[config.mk]
export PLATFORM = sky130hd
export DESIGN_NAME = down_timer
export DESIGN_NICKNAME = d
export VERILOG_FILES = /design/src/rtl/down_timer_pkg.sv /design/src/rtl/irq_latch.sv /design/src/rtl/down_timer.sv
export SDC_FILE = /design/constraint.sdc
export NUM_CORES = 1
export LEC_CHECK = 0
export CORE_AREA = 3 3 40 42
export CTS_CLUSTER_SIZE = 24
export DETAILED_ROUTE_END_ITERATION = 6
export DIE_AREA = 0 0 43 45
export PLACE_DENSITY = 0.7
export SLEW_MARGIN = 0
export SYNTH_ARGS = -nofsm -noshare
export SYNTH_HDL_FRONTEND = slang
export SYNTH_HIERARCHICAL = 1
export SYNTH_SLANG_ARGS = --single-unit
[constraint.sdc]
create_clock -name clk -period 4.4 [get_ports clk]
set_clock_uncertainty 0.15 [all_clocks]
set_input_delay 1.32 -clock clk [delete_from_list [all_inputs] [get_ports clk]]
set_output_delay 1.32 -clock clk [all_outputs]
set_load 0.005 [all_outputs]
[src/rtl/down_timer_pkg.sv]
// Shared constants and state encoding for the down_timer block.
package down_timer_pkg;

  localparam int DEFAULT_WIDTH = 5;

  typedef enum logic [1:0] {
    IDLE    = 2'd0,
    RUN     = 2'd1,
    EXPIRED = 2'd2
  } state_t;

endpackage

[src/rtl/irq_latch.sv]
// Sticky interrupt flag: set wins over clear when both are asserted.
module irq_latch (
  input  logic clk,
  input  logic rst,
  input  logic set,
  input  logic clr,
  output logic irq
);

  always_ff @(posedge clk) begin
    if (rst)      irq <= 1'b0;
    else if (set) irq <= 1'b1;
    else if (clr) irq <= 1'b0;
  end

endmodule

[src/rtl/down_timer.sv]
// Loadable down-counter with terminal-count pulse and sticky irq.
// Optional auto-reload is compiled in with macro DOWN_TIMER_AUTORELOAD_EN.
module down_timer
  import down_timer_pkg::*;
#(
  parameter int WIDTH = DEFAULT_WIDTH
) (
  input  logic             clk,
  input  logic             rst,
  input  logic [WIDTH-1:0] data,
  input  logic             load,
  input  logic             enable,
  input  logic             irq_ack,
`ifdef DOWN_TIMER_AUTORELOAD_EN
  input  logic             autoreload,
`endif
  output logic [WIDTH-1:0] count,
  output logic             tc,
  output logic             irq,
  output logic             busy
);

  state_t           state_reg, state_next;
  logic [WIDTH-1:0] count_reg, count_next;
  logic [WIDTH-1:0] reload_reg, reload_next;
  logic             tc_reg, tc_next;
  logic             irq_set;

  always_ff @(posedge clk) begin
    if (rst) begin
      state_reg  <= IDLE;
      count_reg  <= '0;
      reload_reg <= '0;
      tc_reg     <= 1'b0;
    end else begin
      state_reg  <= state_next;
      count_reg  <= count_next;
      reload_reg <= reload_next;
      tc_reg     <= tc_next;
    end
  end

  always_comb begin
    state_next  = state_reg;
    count_next  = count_reg;
    reload_next = reload_reg;
    tc_next     = 1'b0;
    irq_set     = 1'b0;
    if (load) begin
      // A load always wins, so a coinciding terminal decrement is dropped.
      count_next  = data;
      reload_next = data;
      state_next  = (data != '0) ? RUN : IDLE;
    end else if (state_reg == RUN && enable) begin
      if (count_reg > WIDTH'(1)) begin
        count_next = count_reg - WIDTH'(1);
      end else if (count_reg == WIDTH'(1)) begin
        tc_next = 1'b1;
        irq_set = 1'b1;
`ifdef DOWN_TIMER_AUTORELOAD_EN
        if (autoreload) begin
          count_next = reload_reg;
        end else begin
          count_next = '0;
          state_next = EXPIRED;
        end
`else
        count_next = '0;
        state_next = EXPIRED;
`endif
      end
    end
  end

  // irq is registered on the same edge as tc, so both rise together.
  irq_latch u_irq_latch (
    .clk (clk),
    .rst (rst),
    .set (irq_set),
    .clr (irq_ack),
    .irq (irq)
  );

  assign count = count_reg;
  assign tc    = tc_reg;
  assign busy  = (state_reg == RUN);

endmodule
==> results_dict.tcl, run 1 <==
set metrics [dict create \
    finalNonFillerCells 93 \
    synth-seq-cells 9 \
    fin_crit_ns 2.76 \
    grt_overflow 0 \
    gr-usage-all-layers_pct 14.2 \
    crit_chain "clkdlybuf4s50_1, nor4_1, a221oi_1, a311oi_1" \
    ys_async_sr_fraction_pct 0 \
    required_ns 4.42 \
    die_y_um 45 \
    rsz0062_at_grt "false" \
    cp_slowest_cell "clkdlybuf4s50_1" \
    hold_class "reg -> reg" \
    vias 532 \
    worst_pin_slew_ns 0.548 \
    syn_inst 61 \
    tns_ns 0 \
    finalHoldViolCount 0 \
    antenna_found_initial 0 \
    synthAdderAreaFrac_pct 4.87 \
    ys_seq_area_share_pct 35.0 \
    synth.top_cells.by_area "dfxtp_1 35%, inv_1 7.3%, a221oi_1 6.8%, ha_1 4.9%, a21oi_1 3.9%" \
    dieArea_um2 1940 \
    pwr_density_cell_nw_per_um2 285 \
    cp_top_family "buffers and inverters" \
    synthTopCellsByCount "10 x inv_1, 9 x dfxtp_1, 4 x a21oi_1, 4 x a221oi_1, 3 x nor3_1" \
    synth-simple-area-share_pct 19.0 \
    cts_tree "yes" \
    start_util_pct 40.0 \
    synth_top_family_by_area "compound AO/OA/AOI/OAI gates" \
    setup_viol 0 \
    die_x_um 43 \
    synth-main-ff-cell "dfxtp_1" \
    clockBufferDepth 2 \
    finalWirelength_um 1290 \
    drt.antenna.violating_nets 0 \
    crit_buf_inv 1 \
    irDropWorstVdd_mv 0.123 \
    dp_hpwl_um 927 \
    final.period_utilization_pct 62.8 \
    synth_area_per_cell_um2 8.43 \
    root_buffer "clkbuf_4" \
    utilization_pct 55.4 \
    grt_pass1_vias 482 \
    core_area_um2 1280 \
    hold_buffers 0 \
    post-synth-top-count-cell "inv_1" \
    avgViaCountPerCell 5.72 \
    cellLeakagePower_nw 0.280 \
    cts_buffers 3 \
    drive_gt1_share_pct 7.69 \
    cts_resized 0 \
    nFillCells 131 \
    muxShareOfSynthArea_pct 0 \
    gp_congestion 0.819 \
    critPathLaunchType "primary input" \
    grt_first_pass_wirelength_um 2050 \
    finalMaxSlewViolations 0 \
    max_cap_viol_count 0 \
    yosysWarningCount 6 \
    clock_sink_count 9 \
    total_power_uw 203 \
    cp_max_fo 17 \
    synth_area_leader_cell "dfxtp_1" \
    routedWlPerCell_um 13.9 \
    post_cts_buffers 0 \
    grt_max_degree 18 \
    synth-xor-area-share_pct 0 \
    max-slew-margin-rel_pct 63.4 \
    fmax_mhz 362 \
    netlist_area_um2 514 \
    critical_path_arrival_ns 2.78 \
    drc 0 \
    nets 91 \
    drt_iter0_markers 17 \
    dpl.cell_count 89 \
    ctsHtreeMaxLevel 1 \
    io_pins 18 \
    synth_compound_area_share_pct 30.4 \
    first_pass_iters 4 \
    port_buffers 17 \
    area_growth_pct 38.4 \
    worst-setup-path-type "in -> reg" \
    status "finished, final reports clean" \
    synth.distinct_cells 31 \
    clk_latency_ns 0.26 \
    clk_pin_slew_ns 0.06 \
    largest_reg_flops 5 \
    cp-end-kind "flop" \
    cpPeakStageDelay_ns 0.69 \
    row_count 13 \
    yosysTopAreaCellShare_pct 35.0 \
    synth_edf_count 0 \
    diodes 0 \
    synth_nets 73 \
    timing.hold.ws_ns 0.330 \
]
## stage by stage
step / setup WS (ns) / cell area [µm²]
after detailed placement: 1.39 / 686
after global routing: 1.56 / 712
final: 1.64 / 712
after floorplan: 2.10 / 514
after global placement: 1.48 / 686
after CTS: 1.66 / 712
## worst min-delay path, cell delays in order, from the launching register on
cell	delay, ns
dfxtp_1	0.31
nand2b_1	0.08
a21oi_2	0.05
## final timing paths
kind                                start                           end  slack, ns  depth (start not counted)
max reg2reg         count[1]$_SDFFE_PP0P_         count[4]$_SDFFE_PP0P_       2.71                          5
max                                  load         count[3]$_SDFFE_PP0P_       1.64                          4
min          u_irq_latch/irq$_SDFFE_PP0P_  u_irq_latch/irq$_SDFFE_PP0P_       0.33                          2
min reg2reg  u_irq_latch/irq$_SDFFE_PP0P_  u_irq_latch/irq$_SDFFE_PP0P_       0.33                          2
## layer usage
| metal | vias up | track usage, % | wire length (µm) |
|---|---|---|---|
| met1 | 237 | 19.0 | 613 |
| met3 | 8 | 3.98 | 98 |
| li1 | 259 | - | - |
| met4 | 0 | 9.64 | 38 |
| met5 | - | 0 | 0 |
| met2 | 28 | 19.5 | 541 |
## logic make-up (layout without fill, tap and decap cells)
family,count (synthesis),in the layout
compound gates,20,20
simple gates,16,16
buf+inv,14,31
flops,9,9
fa+ha+maj,2,2
## area by class of cell
type / count / area, µm² / share of cell area (%)
Multi-Input combinational cell: 38 / 279 / 39.2
Clock buffer: 4 / 26.3 / 3.69
Inverter: 10 / 37.5 / 5.27
Tap cell: 15 / 18.8 / 2.64
Timing Repair Buffer: 17 / 170 / 23.9
Sequential cell: 9 / 180 / 25.3
## layout by cell type (no fill, tap or decap), types with 2 or more instances in the layout
cell and count:
clkdlybuf4s50_1 17, inv_1 10, dfxtp_1 9, a21oi_1 4
a221oi_1 4, nor3_1 3, clkbuf_4 3, nor2_1 2
o211ai_1 2, nand2b_1 2, ha_1 2
## where the power goes
part	switching [mW]	internal (mW)	total (mW)
logic	0.0207	0.0255	0.0461
registers	0.00597	0.0857	0.0917
clock network	0.0299	0.0350	0.0649
(Power assumes the default switching activity.)
==> inputs of run 2 (changes only) <==
==> constraint.sdc (replaced) <==
create_clock -name clk -period 2.6 [get_ports clk]
set_clock_uncertainty 0.15 [all_clocks]
set_input_delay 0.78 -clock clk [delete_from_list [all_inputs] [get_ports clk]]
set_output_delay 0.78 -clock clk [all_outputs]
set_load 0.005 [all_outputs]
==> run 2 against run 1 <==
  * Register-to-register slack worse by 1.8 ns
  * Clock-buffer cell count unchanged
  * Combinational power grew 69%
  * Critical path depth shrank 3
  * Sequential power increased by 69%
  * Final area rose by 1.1%
  * Core utilization increased by 0.58 points
  * Sequential share of layout area shrank 0.26 points
  * Cell count grew 1.1%
  * Clock power grew 74%
  * Flip-flop and latch count is the same
  * Non-clock buffer count increased by 1
  * Critical endpoint is now count[2]
  * Highest routed layer is now met3
==> results_dict.tcl, run 2 (synthesis results as in run 1) <==
set metrics [dict create \
    final_cell_mix "17 x clkdlybuf4s50_1, 10 x inv_1, 9 x dfxtp_1, 4 x a21oi_1, 4 x a221oi_1" \
    grt_overflow 0 \
    ff_latch_area_um2 180 \
    dieArea_um2 1940 \
    cts_tree "yes" \
    row_count 13 \
    cp_slowest_cell "clkdlybuf4s50_1" \
    dp_hpwl_um 894 \
    antenna_found_initial 0 \
    fin_crit_ns 2.18 \
    worst-setup-path-type "reg -> out" \
    drc 0 \
    vias 534 \
    clk_latency_ns 0.26 \
    hold_buffers 0 \
    grt_pass1_vias 466 \
    final.period_utilization_pct 84.0 \
    post_cts_buffers 0 \
    worst_pin_slew_ns 0.389 \
    crit_buf_inv 1 \
    diodes 0 \
    routedWlPerCell_um 13.1 \
    rsz0062_at_grt "false" \
    drt.antenna.violating_nets 0 \
    root_buffer "clkbuf_4" \
    max-slew-margin-rel_pct 73.9 \
    total_power_uw 346 \
    grt_first_pass_wirelength_um 1930 \
    ctsHtreeMaxLevel 1 \
    irDropWorstVdd_mv 0.296 \
    cp_max_fo 7 \
    tns_ns 0 \
    drt_iter0_markers 15 \
    clock_sink_count 9 \
    cts_buffers 3 \
    grt_max_degree 17 \
    cpPeakStageDelay_ns 0.55 \
    final_common_cell "clkdlybuf4s50_1" \
    nets 92 \
    critPathLaunchType "flop" \
    avgViaCountPerCell 5.68 \
    clk_pin_slew_ns 0.07 \
    pwr_density_cell_nw_per_um2 481 \
    setup_viol 0 \
    io_pins 18 \
    finalMaxSlewViolations 0 \
    drive_gt1_share_pct 8.86 \
    cellLeakagePower_nw 0.284 \
    die_x_um 43 \
    status "finished, final reports clean" \
    required_ns 1.67 \
    core_area_um2 1280 \
    area_growth_pct 39.9 \
    start_util_pct 40.0 \
    nFillCells 131 \
    finalWirelength_um 1230 \
    first_pass_iters 4 \
    crit_chain "clkdlybuf4s50_1" \
    hold_class "reg -> reg" \
    fmax_mhz 458 \
    max_cap_viol_count 0 \
    cp-end-kind "primary output" \
    port_buffers 17 \
    cts_resized 0 \
    die_y_um 45 \
    critical_path_arrival_ns 1.25 \
    clockBufferDepth 2 \
    largest_reg_flops 5 \
    gp_congestion 0.840 \
    finalHoldViolCount 0 \
    cp_top_family "buffers and inverters" \
    gr-usage-all-layers_pct 13.3 \
    multi_input_area_um2 279 \
]
[run 2: cell type report]
cell class                 instances  share of cell area, %
clock buffer                       4                   3.65
inverter                          10                   5.22
multi-input combinational         38                   38.8
sequential                         9                   25.0
tap                               15                   2.61
timing repair buffer              18                   24.7
[run 2: metal layers]
| metal | GRT usage (%) | routed length (µm) |
|---|---|---|
| met1 | 17.8 | 578 |
| met3 | 6.37 | 110 |
| met4 | 4.22 | 0 |
| met5 | 0 | 0 |
| met2 | 18.9 | 543 |
[run 2: worst register-to-register path, delay by kind of cell (launching register included)]
family / cells / cell delay, ns
DFF: 1 / 0.41
AOI/OAI and AO/OA: 3 / 0.69
buffers and inverters: 1 / 0.09
adders and majority gates: 1 / 0.23
[run 2: through the flow]
stage	instance area, µm²	util [%]	hold WS, ns	instances	worst slack, ns
final	719	56.0	0.333	94	0.415
after global routing	719	56.0	0.370	94	0.353
after CTS	719	56.0	0.338	94	0.408
after detailed placement	693	53.9	0.331	90	0.280
after global placement	693	53.9	0.325	90	0.330
after floorplan	514	-	0.323	61	0.840
[run 2: where the power goes]
| group | internal (mW) | switching [mW] | total (mW) |
|---|---|---|---|
| logic | 0.0441 | 0.0341 | 0.0781 |
| clock network | 0.0593 | 0.0535 | 0.113 |
| registers | 0.145 | 0.00983 | 0.155 |
[run 2: worst paths after layout]
kind | depth (start not counted) | endpoint | slack [ns] | startpoint
worst max-delay path | 1 | count[2] | 0.42 | count[2]$_SDFFE_PP0P_
worst min register to register | 2 | u_irq_latch/irq$_SDFFE_PP0P_ | 0.33 | u_irq_latch/irq$_SDFFE_PP0P_
worst max register to register | 5 | count[4]$_SDFFE_PP0P_ | 0.94 | count[1]$_SDFFE_PP0P_
worst min-delay path | 2 | u_irq_latch/irq$_SDFFE_PP0P_ | 0.33 | u_irq_latch/irq$_SDFFE_PP0P_
==> inputs of run 3 (changes only) <==
--- a/config.mk
+++ b/config.mk
@@ -5,11 +5,11 @@
 export SDC_FILE = /design/constraint.sdc
 export NUM_CORES = 1
 export LEC_CHECK = 0
-export CORE_AREA = 3 3 40 42
+export CORE_MARGIN = 3
+export CORE_UTILIZATION = 38
 export CTS_CLUSTER_SIZE = 24
 export DETAILED_ROUTE_END_ITERATION = 6
-export DIE_AREA = 0 0 43 45
-export PLACE_DENSITY = 0.7
+export PLACE_DENSITY = 0.72
 export SLEW_MARGIN = 0
 export SYNTH_ARGS = -nofsm -noshare
 export SYNTH_HDL_FRONTEND = slang
==> constraint.sdc (replaced) <==
create_clock -name clk -period 1.85 [get_ports clk]
set_clock_uncertainty 0.15 [all_clocks]
set_input_delay 0.555 -clock clk [delete_from_list [all_inputs] [get_ports clk]]
set_output_delay 0.555 -clock clk [all_outputs]
set_load 0.005 [all_outputs]
==> run 3 against run 2 <==
  * Sequential power increased by 40%
  * Register-to-register slack got worse by 0.70 ns
  * Largest power group unchanged
  * Largest cell class unchanged
  * Non-clock buffer count increased by 3
  * Global-route usage increased by 1.9 points
  * Clock power increased by 35%
  * Worst hold slack improved by 0.0038 ns
  * Wire length increased by 6.3%
==> results_dict.tcl, run 3 (synthesis results as in run 1) <==
set metrics [dict create \
    io_pins 18 \
    finalNonFillerCells 96 \
    rsz0062_at_grt "false" \
    row_count 12 \
    cpPeakStageDelay_ns 0.50 \
    min_to "u_irq_latch/irq$_SDFFE_PP0P_" \
    cts_buffers 3 \
    r2r_slack_ns 0.24 \
    die_x_um 42.8 \
    die_y_um 42.8 \
    critical_path_arrival_ns 1.08 \
    pwr_density_cell_nw_per_um2 629 \
    drt.antenna.violating_nets 0 \
    final.period_utilization_pct 96.3 \
    cp_slowest_cell "clkdlybuf4s50_1" \
    hold_depth 2 \
    hold_class "reg -> reg" \
    finalHoldViolCount 0 \
    clk_latency_ns 0.26 \
    clock_sink_count 9 \
    cellLeakagePower_nw 0.356 \
    final_cell_mix "11 x clkdlybuf4s50_1, 10 x inv_1, 5 x dfxtp_4" \
    crit_chain "clkdlybuf4s50_1" \
    antenna_found_initial 0 \
    port_buffers 17 \
    avgViaCountPerCell 5.61 \
    max-slew-margin-rel_pct 71.3 \
    finalWirelength_um 1310 \
    clockBufferDepth 2 \
    required_ns 1.14 \
    status "finished, final reports clean" \
    post_cts_buffers 0 \
    nets 95 \
    gp_congestion 0.784 \
    largest_reg_flops 5 \
    cp_top_family "buffers and inverters" \
    r2r_cells 5 \
    setup_ws_ns 0.0692 \
    final_common_cell "clkdlybuf4s50_1" \
    pre_cts_slack_ns -0.210 \
    drive_gt1_share_pct 20.7 \
    finalMaxSlewViolations 0 \
    crit_buf_inv 1 \
    diodes 0 \
    core_area_um2 1190 \
    clk_pin_slew_ns 0.06 \
    dp_hpwl_um 924 \
    cp_max_fo 2 \
    critPathLaunchType "flop" \
    irDropWorstVdd_mv 0.381 \
    rr_startpoint "count[1]$_SDFFE_PP0P_" \
    max_cap_viol_count 0 \
    dpl.cell_count 92 \
    routedWlPerCell_um 13.6 \
    vias 539 \
    fmax_mhz 562 \
    timing.hold.ws_ns 0.337 \
    fin_crit_ns 1.78 \
    r2r_end "count[2]$_SDFFE_PP0P_" \
    cp-end-kind "primary output" \
    gr-usage-all-layers_pct 15.2 \
    worst-setup-path-type "reg -> out" \
    drt_iter0_markers 13 \
    grt_overflow 0 \
    drc 0 \
    area_growth_pct 48.9 \
    grt_max_degree 13 \
    grt_pass1_vias 465 \
    start_util_pct 43.4 \
    cts_tree "yes" \
    total_power_uw 482 \
    min_from "u_irq_latch/irq$_SDFFE_PP0P_" \
    first_pass_iters 6 \
    cp_num_cells 1 \
    ctsHtreeMaxLevel 1 \
    dieArea_um2 1830 \
    root_buffer "clkbuf_4" \
    grt_first_pass_wirelength_um 2120 \
    worst_pin_slew_ns 0.427 \
    setup_viol 0 \
]
run 3: cell count changes in the layout (fill, tap and decap cells not counted), sizes merged:
cell	delta
dlymetal6s2s	+3
dlygate4sd2	+3
buf	+3
clkdlybuf4s50	-6
run 3: stage by stage:
step	TNS, ns	area (µm²)	util, %
after floorplan	0	514	-
after global placement	-1.21	714	60.2
after detailed placement	-1.30	714	60.2
after CTS	0	754	63.6
after global routing	0	766	64.6
final	0	766	64.6
run 3: worst max path at each step:
stage	from	to	slack, ns
floorplan	data[0]	state_reg[0]$_SDFFE_PP0P_	0.31
global placement	enable	count[4]$_SDFFE_PP0P_	-0.19
detailed placement	enable	count[4]$_SDFFE_PP0P_	-0.21
CTS	count[3]$_SDFFE_PP0P_	count[3]	0.003
global route	enable	count[4]$_SDFFE_PP0P_	0.01
finish	u_irq_latch/irq$_SDFFE_PP0P_	irq	0.07
run 3: layout make-up:
type	instances	area, µm²
tap	14	17.5
fill	113	420
multi-input combinational	38	280
clock buffer	4	26.3
inverter	10	37.5
sequential	9	200
timing repair buffer	21	204
run 3: routing by layer:
layer  up-vias  track usage, %  wire length [µm]
met3         0            6.78                97
met2        16            22.5               611
met1       253            19.8               600
met4         0            3.73                 0
met5         -               0                 0
li1        270               -                 -
run 3: power breakdown:
group / switching (mW) / internal [mW] / total (mW) / leakage, nW
logic: 0.0490 / 0.0627 / 0.112 / 0.263
registers: 0.0137 / 0.203 / 0.217 / 0.0773
clock network: 0.0700 / 0.0832 / 0.153 / 0.0150
run 3: timing repair:
item / 4_1_cts / 5_1_grt
setup endpoints to repair: 6 / 5
resized for setup: 13 / 5
hold buffers: 0 / 0
==> edit 1 (flow settings as in run 2) <==
Reset style: asynchronous (`rst`), changed in 2 clocked blocks.
--- a/src/rtl/irq_latch.sv
+++ b/src/rtl/irq_latch.sv
@@ -8,5 +8,5 @@
 );
 
-  always_ff @(posedge clk) begin
+  always_ff @(posedge clk or posedge rst) begin
     if (rst)      irq <= 1'b0;
     else if (set) irq <= 1'b1;
--- a/src/rtl/down_timer.sv
+++ b/src/rtl/down_timer.sv
@@ -27,5 +27,5 @@
   logic             irq_set;
 
-  always_ff @(posedge clk) begin
+  always_ff @(posedge clk or posedge rst) begin
     if (rst) begin
       state_reg  <= IDLE;
Function: differs if rst is asserted again (counterexample within 4 cycles, from zero or initial values and one cycle with rst high); with rst held inactive, the same outputs for 10 cycles.
==> edit 1 against run 2 <==
  * Count of clock-buffer cells in the layout did not move
  * Global-route usage rose by 1.6 points
  * Core utilization rose by 4.0 points
  * Synthesized area rose by 8.5%
  * Setup slack got worse by 0.048 ns
  * Sequential cell count did not move
  * Routed wire length rose by 5.0%
  * Final area rose by 7.1%
  * Highest routed layer is now met4
Power is not compared: it rests on default switching activity, and its combinational part moved more than twofold at a synthesized area within 25%.
==> edit 1: results <==
outcome:
  status: "complete, no violations"
clocking:
  numCtsBuffers: 3
  cts_resized: 0
  clockBufferDepth: 2
  clk_latency_ns: 0.25
  htreeDepth: 1
  cts_root_buffer: "clkbuf_4"
  cts.reportedPaths.clkPinSlew_ns: 0.06
  post_cts.repair.setup_buffers: 0
pwr:
  p_leak_nw: 0.343
  peakVddDrop_mv: 0.449
critical_path:
  reg2reg_depth: 5
  reg2reg_from: "count[1]"
  crit_fanout: 8
  cpMaxStageDelayCell: "clkdlybuf4s50_1"
  crit_path_start: "count[0]"
  r2r_slack_ns: 0.82
  arrival_ns: 1.30
  max_stage_delay_ns: 0.56
  critical-path-top-delay-family: "buffers and inverters"
  r2r-end: "count[1]"
final_layout:
  drive_gt1_frac: 0.100
  antenna_cells: 0
  finalNetCount: 93
  largest_reg_flops: 5
global_route:
  grt_pass1_wl_um: 2150
  grt_max_degree: 20
  grt_antenna_before_repair: 0
  grtUsageTotal: 0.149
  grt_pass1_vias: 482
synth:
  ys_types: 29
  async_reset_ff_frac: 1.00
  seq_area_frac_synth: 0.404
  synth_top_cells_by_count: "inv_1, dfrtp_1, nor2_1"
  synth_area_leaders: "dfrtp_1, inv_1, ha_1, o22ai_4, nor2_1"
  ys_warn_count: 6
  yosys_most_used_dff: "dfrtp_1"
  synth_fp_nets: 72
drt:
  ant_nets: 0
  wl_um: 1290
  drt_first_iter_violations: 23
  dr.pass1.iters: 4
  viasPerCell: 5.46
worst_hold_path:
  min_path_type: "flop to flop"
  whs_endpoint: "u_irq_latch/irq"
  worstHoldStart: "u_irq_latch/irq"
  hold_depth: 1
sta:
  tightest_slew_ns: 0.476
  hold_ws_ns: 0.342
placed_design:
  gp_congestion: 0.906
  hpwl_um: 1020
  place_area_um2: 744
  numPortBuffers: 17
==> edit 1: report_power, final <==
| part | switching, W | internal [W] |
|---|---|---|
| registers | 0.0000435 | 0.000167 |
| clock network | 0.0000433 | 0.0000588 |
| logic | 0.0000937 | 0.000123 |
| total | 0.000180 | 0.000349 |
==> edit 1: stage by stage <==
stage                     utilization  std cells  setup WS [ns]  power [W]
final                           0.600         95          0.368   0.000530
after global routing            0.600         95          0.297   0.000565
after floorplan                     -         60          0.849   0.000326
after CTS                       0.600         95          0.373   0.000533
after detailed placement        0.579         91          0.203   0.000428
after global placement          0.579         91          0.202   0.000430
==> edit 1: worst max path at each step <==
stage,to,slack (ns),cells after the start
6_report,count[0],0.37,1
5_1_grt,busy,0.30,2
3_5_place_dp,state_reg[0],0.20,5
2_1_floorplan,count[2],0.85,3
4_1_cts,count[0],0.37,1
3_3_place_gp,state_reg[0],0.20,5
==> edit 1: area by class of cell <==
| class | instances | area (um2) |
|---|---|---|
| fill | 120 | 514 |
| multi-input combinational | 38 | 282 |
| sequential | 9 | 225 |
| timing repair buffer | 18 | 178 |
| inverter | 11 | 41.3 |
| clock buffer | 4 | 26.3 |
| tap | 15 | 18.8 |
==> edit 1: kinds of logic (layout without fill, tap and decap cells) <==
kind of cell / count (synthesis) / count (layout) / synth area share
buffers and inverters: 13 / 33 / 0.0919
and+or+nand+nor: 20 / 20 / 0.211
AOI/OAI and AO/OA: 16 / 16 / 0.249
adders and majority gates: 2 / 2 / 0.0448
DFF: 9 / 9 / 0.404
==> edit 1: layer usage <==
metal / share of wire / up-vias / global-route usage
met4: 0.0093 / 0 / 0.0301
met5: 0 / - / 0
met2: 0.47 / 22 / 0.228
met1: 0.44 / 236 / 0.196
met3: 0.074 / 2 / 0.0677
li1: - / 259 / -
==> edit 2 (settings of run 2) <==
Without the edit above. Change the package constant `DEFAULT_WIDTH` from 5 to 6.
--- a/src/rtl/down_timer_pkg.sv
+++ b/src/rtl/down_timer_pkg.sv
@@ -2,5 +2,5 @@
 package down_timer_pkg;
 
-  localparam int DEFAULT_WIDTH = 5;
+  localparam int DEFAULT_WIDTH = 6;
 
   typedef enum logic [1:0] {
Ports: changed (resized count and data); port bits go from 18 to 20. The function was not compared with the original's and may differ.
==> edit 2 against run 2 <==
  * Synthesized area grew 13%
  * First-iteration DRC count grew 47%
  * Highest routed layer is now met4
  * Largest power group unchanged
  * Setup slack lost 0.068 ns
  * Power grew 29%
  * Sequential cell count grew 1
  * Final area grew 16%
  * Sequential power grew 17%
  * Routed wire length grew 28%
==> edit 2: results <==
outcome:
  status: "complete, no violations"
clocking:
  htreeDepth: 1
  cts.reportedPaths.clkPinSlew_ns: 0.07
  post_cts.repair.setup_buffers: 0
  cts_resized: 0
  clockBufferDepth: 2
  clk_latency_ns: 0.27
  numCtsBuffers: 3
  ctsHoldBuffers: 0
  cts_root_buffer: "clkbuf_4"
placed_design:
  numPortBuffers: 19
  hpwl_um: 1160
  gp_congestion: 0.817
  place_area_um2: 800
global_route:
  grt_pass1_wl_um: 2670
  grtUsageTotal: 0.180
  grt_pass1_vias: 610
  grt_max_degree: 10
  grt_antenna_before_repair: 0
final_layout:
  drive_gt1_frac: 0.0957
  finalNetCount: 108
  largest_reg_flops: 6
  antenna_cells: 0
  num-fill-cells: 124
sta:
  max_slew_margin: 0.674
  setup_violations: 0
critical_path:
  arrival_ns: 1.32
  endpoint: "count[2]"
  max_stage_delay_ns: 0.56
  reg2reg_depth: 6
  cpMaxStageDelayCell: "clkdlybuf4s50_1"
  reg2reg_from: "count[0]"
  crit_fanout: 9
  critical-path-top-delay-family: "buffers and inverters"
  crit_path_start: "count[2]"
  r2r_slack_ns: 0.72
  r2r-end: "count[4]"
drt:
  drt_first_iter_violations: 22
  dr.pass1.iters: 5
  viasPerCell: 5.80
  vias: 632
  wl_um: 1580
synth:
  synth_fp_nets: 83
  async_reset_ff_frac: 0
  synth_area_leaders: "dfxtp_1, nor2_1, ha_1, nor4_1, inv_1"
  ys_warn_count: 6
  synth_cells: 70
  seq_area_frac_synth: 0.345
  synth_top_cells_by_count: "dfxtp_1, nor2_1, inv_1"
  ys_types: 33
  yosys_most_used_dff: "dfxtp_1"
worst_hold_path:
  min_path_type: "flop to flop"
pwr:
  peakVddDrop_mv: 0.361
  p_leak_nw: 0.322
edit 2: cell types whose count changed in the layout (fill, tap and decap cells not counted), moves of 2 or more:
cell,change
a221oi_1,-4
a22oi_1,+2
clkdlybuf4s50_1,+2
inv_1,-4
nor2_1,+7
nor4_1,+3
edit 2: through the flow:
| stage | power (W) | setup WS, ns | hold slack [ns] |
|---|---|---|---|
| 2_1_floorplan | 0.000244 | 0.731 | 0.323 |
| 3_3_place_gp | 0.000299 | 0.196 | 0.323 |
| 3_5_place_dp | 0.000300 | 0.134 | 0.334 |
| 4_1_cts | 0.000444 | 0.346 | 0.344 |
| 5_1_grt | 0.000465 | 0.305 | 0.364 |
| 6_report | 0.000445 | 0.347 | 0.344 |
edit 2: logic make-up after synthesis:
| family | after synthesis | synth area share |
|---|---|---|
| compound gates | 19 | 0.241 |
| fa+ha+maj | 2 | 0.0431 |
| flops | 10 | 0.345 |
| buf+inv | 7 | 0.0474 |
| mux | 1 | 0.0172 |
| simple gates | 31 | 0.306 |
edit 2: final cells by class:
class | instances | area (um2) | share of cell area
flip-flops and latches | 10 | 200 | 0.240
multi-input cells | 53 | 353 | 0.422
repair buffers | 21 | 205 | 0.246
clock buffers | 4 | 36.3 | 0.0434
well taps | 15 | 18.8 | 0.0225
inverters | 6 | 22.5 | 0.0269
edit 2: how the worst min path moves through the flow:
stage / startpoint / end / slack [ns] / cells past startpoint
after global placement: u_irq_latch/irq / u_irq_latch/irq / 0.32 / 2
after floorplan: u_irq_latch/irq / u_irq_latch/irq / 0.32 / 2
after CTS: u_irq_latch/irq / u_irq_latch/irq / 0.34 / 2
after global routing: u_irq_latch/irq / u_irq_latch/irq / 0.36 / 2
final: u_irq_latch/irq / u_irq_latch/irq / 0.34 / 2
after detailed placement: u_irq_latch/irq / u_irq_latch/irq / 0.33 / 2
edit 2: where the power goes:
part           total (W)  internal, W  leakage (nW)  switching (W)
registers       0.000181     0.000163        0.0824      0.0000178
clock network   0.000146    0.0000851        0.0210      0.0000609
logic           0.000118    0.0000639         0.219      0.0000537
edit 2: metal layers:
| metal | GRT usage | part of all wire | vias up |
|---|---|---|---|
| met1 | 0.241 | 0.41 | 281 |
| li1 | - | - | 311 |
| met3 | 0.0398 | 0.098 | 6 |
| met4 | 0.0723 | 0.024 | 0 |
| met2 | 0.281 | 0.47 | 34 |
| met5 | 0 | 0 | - |
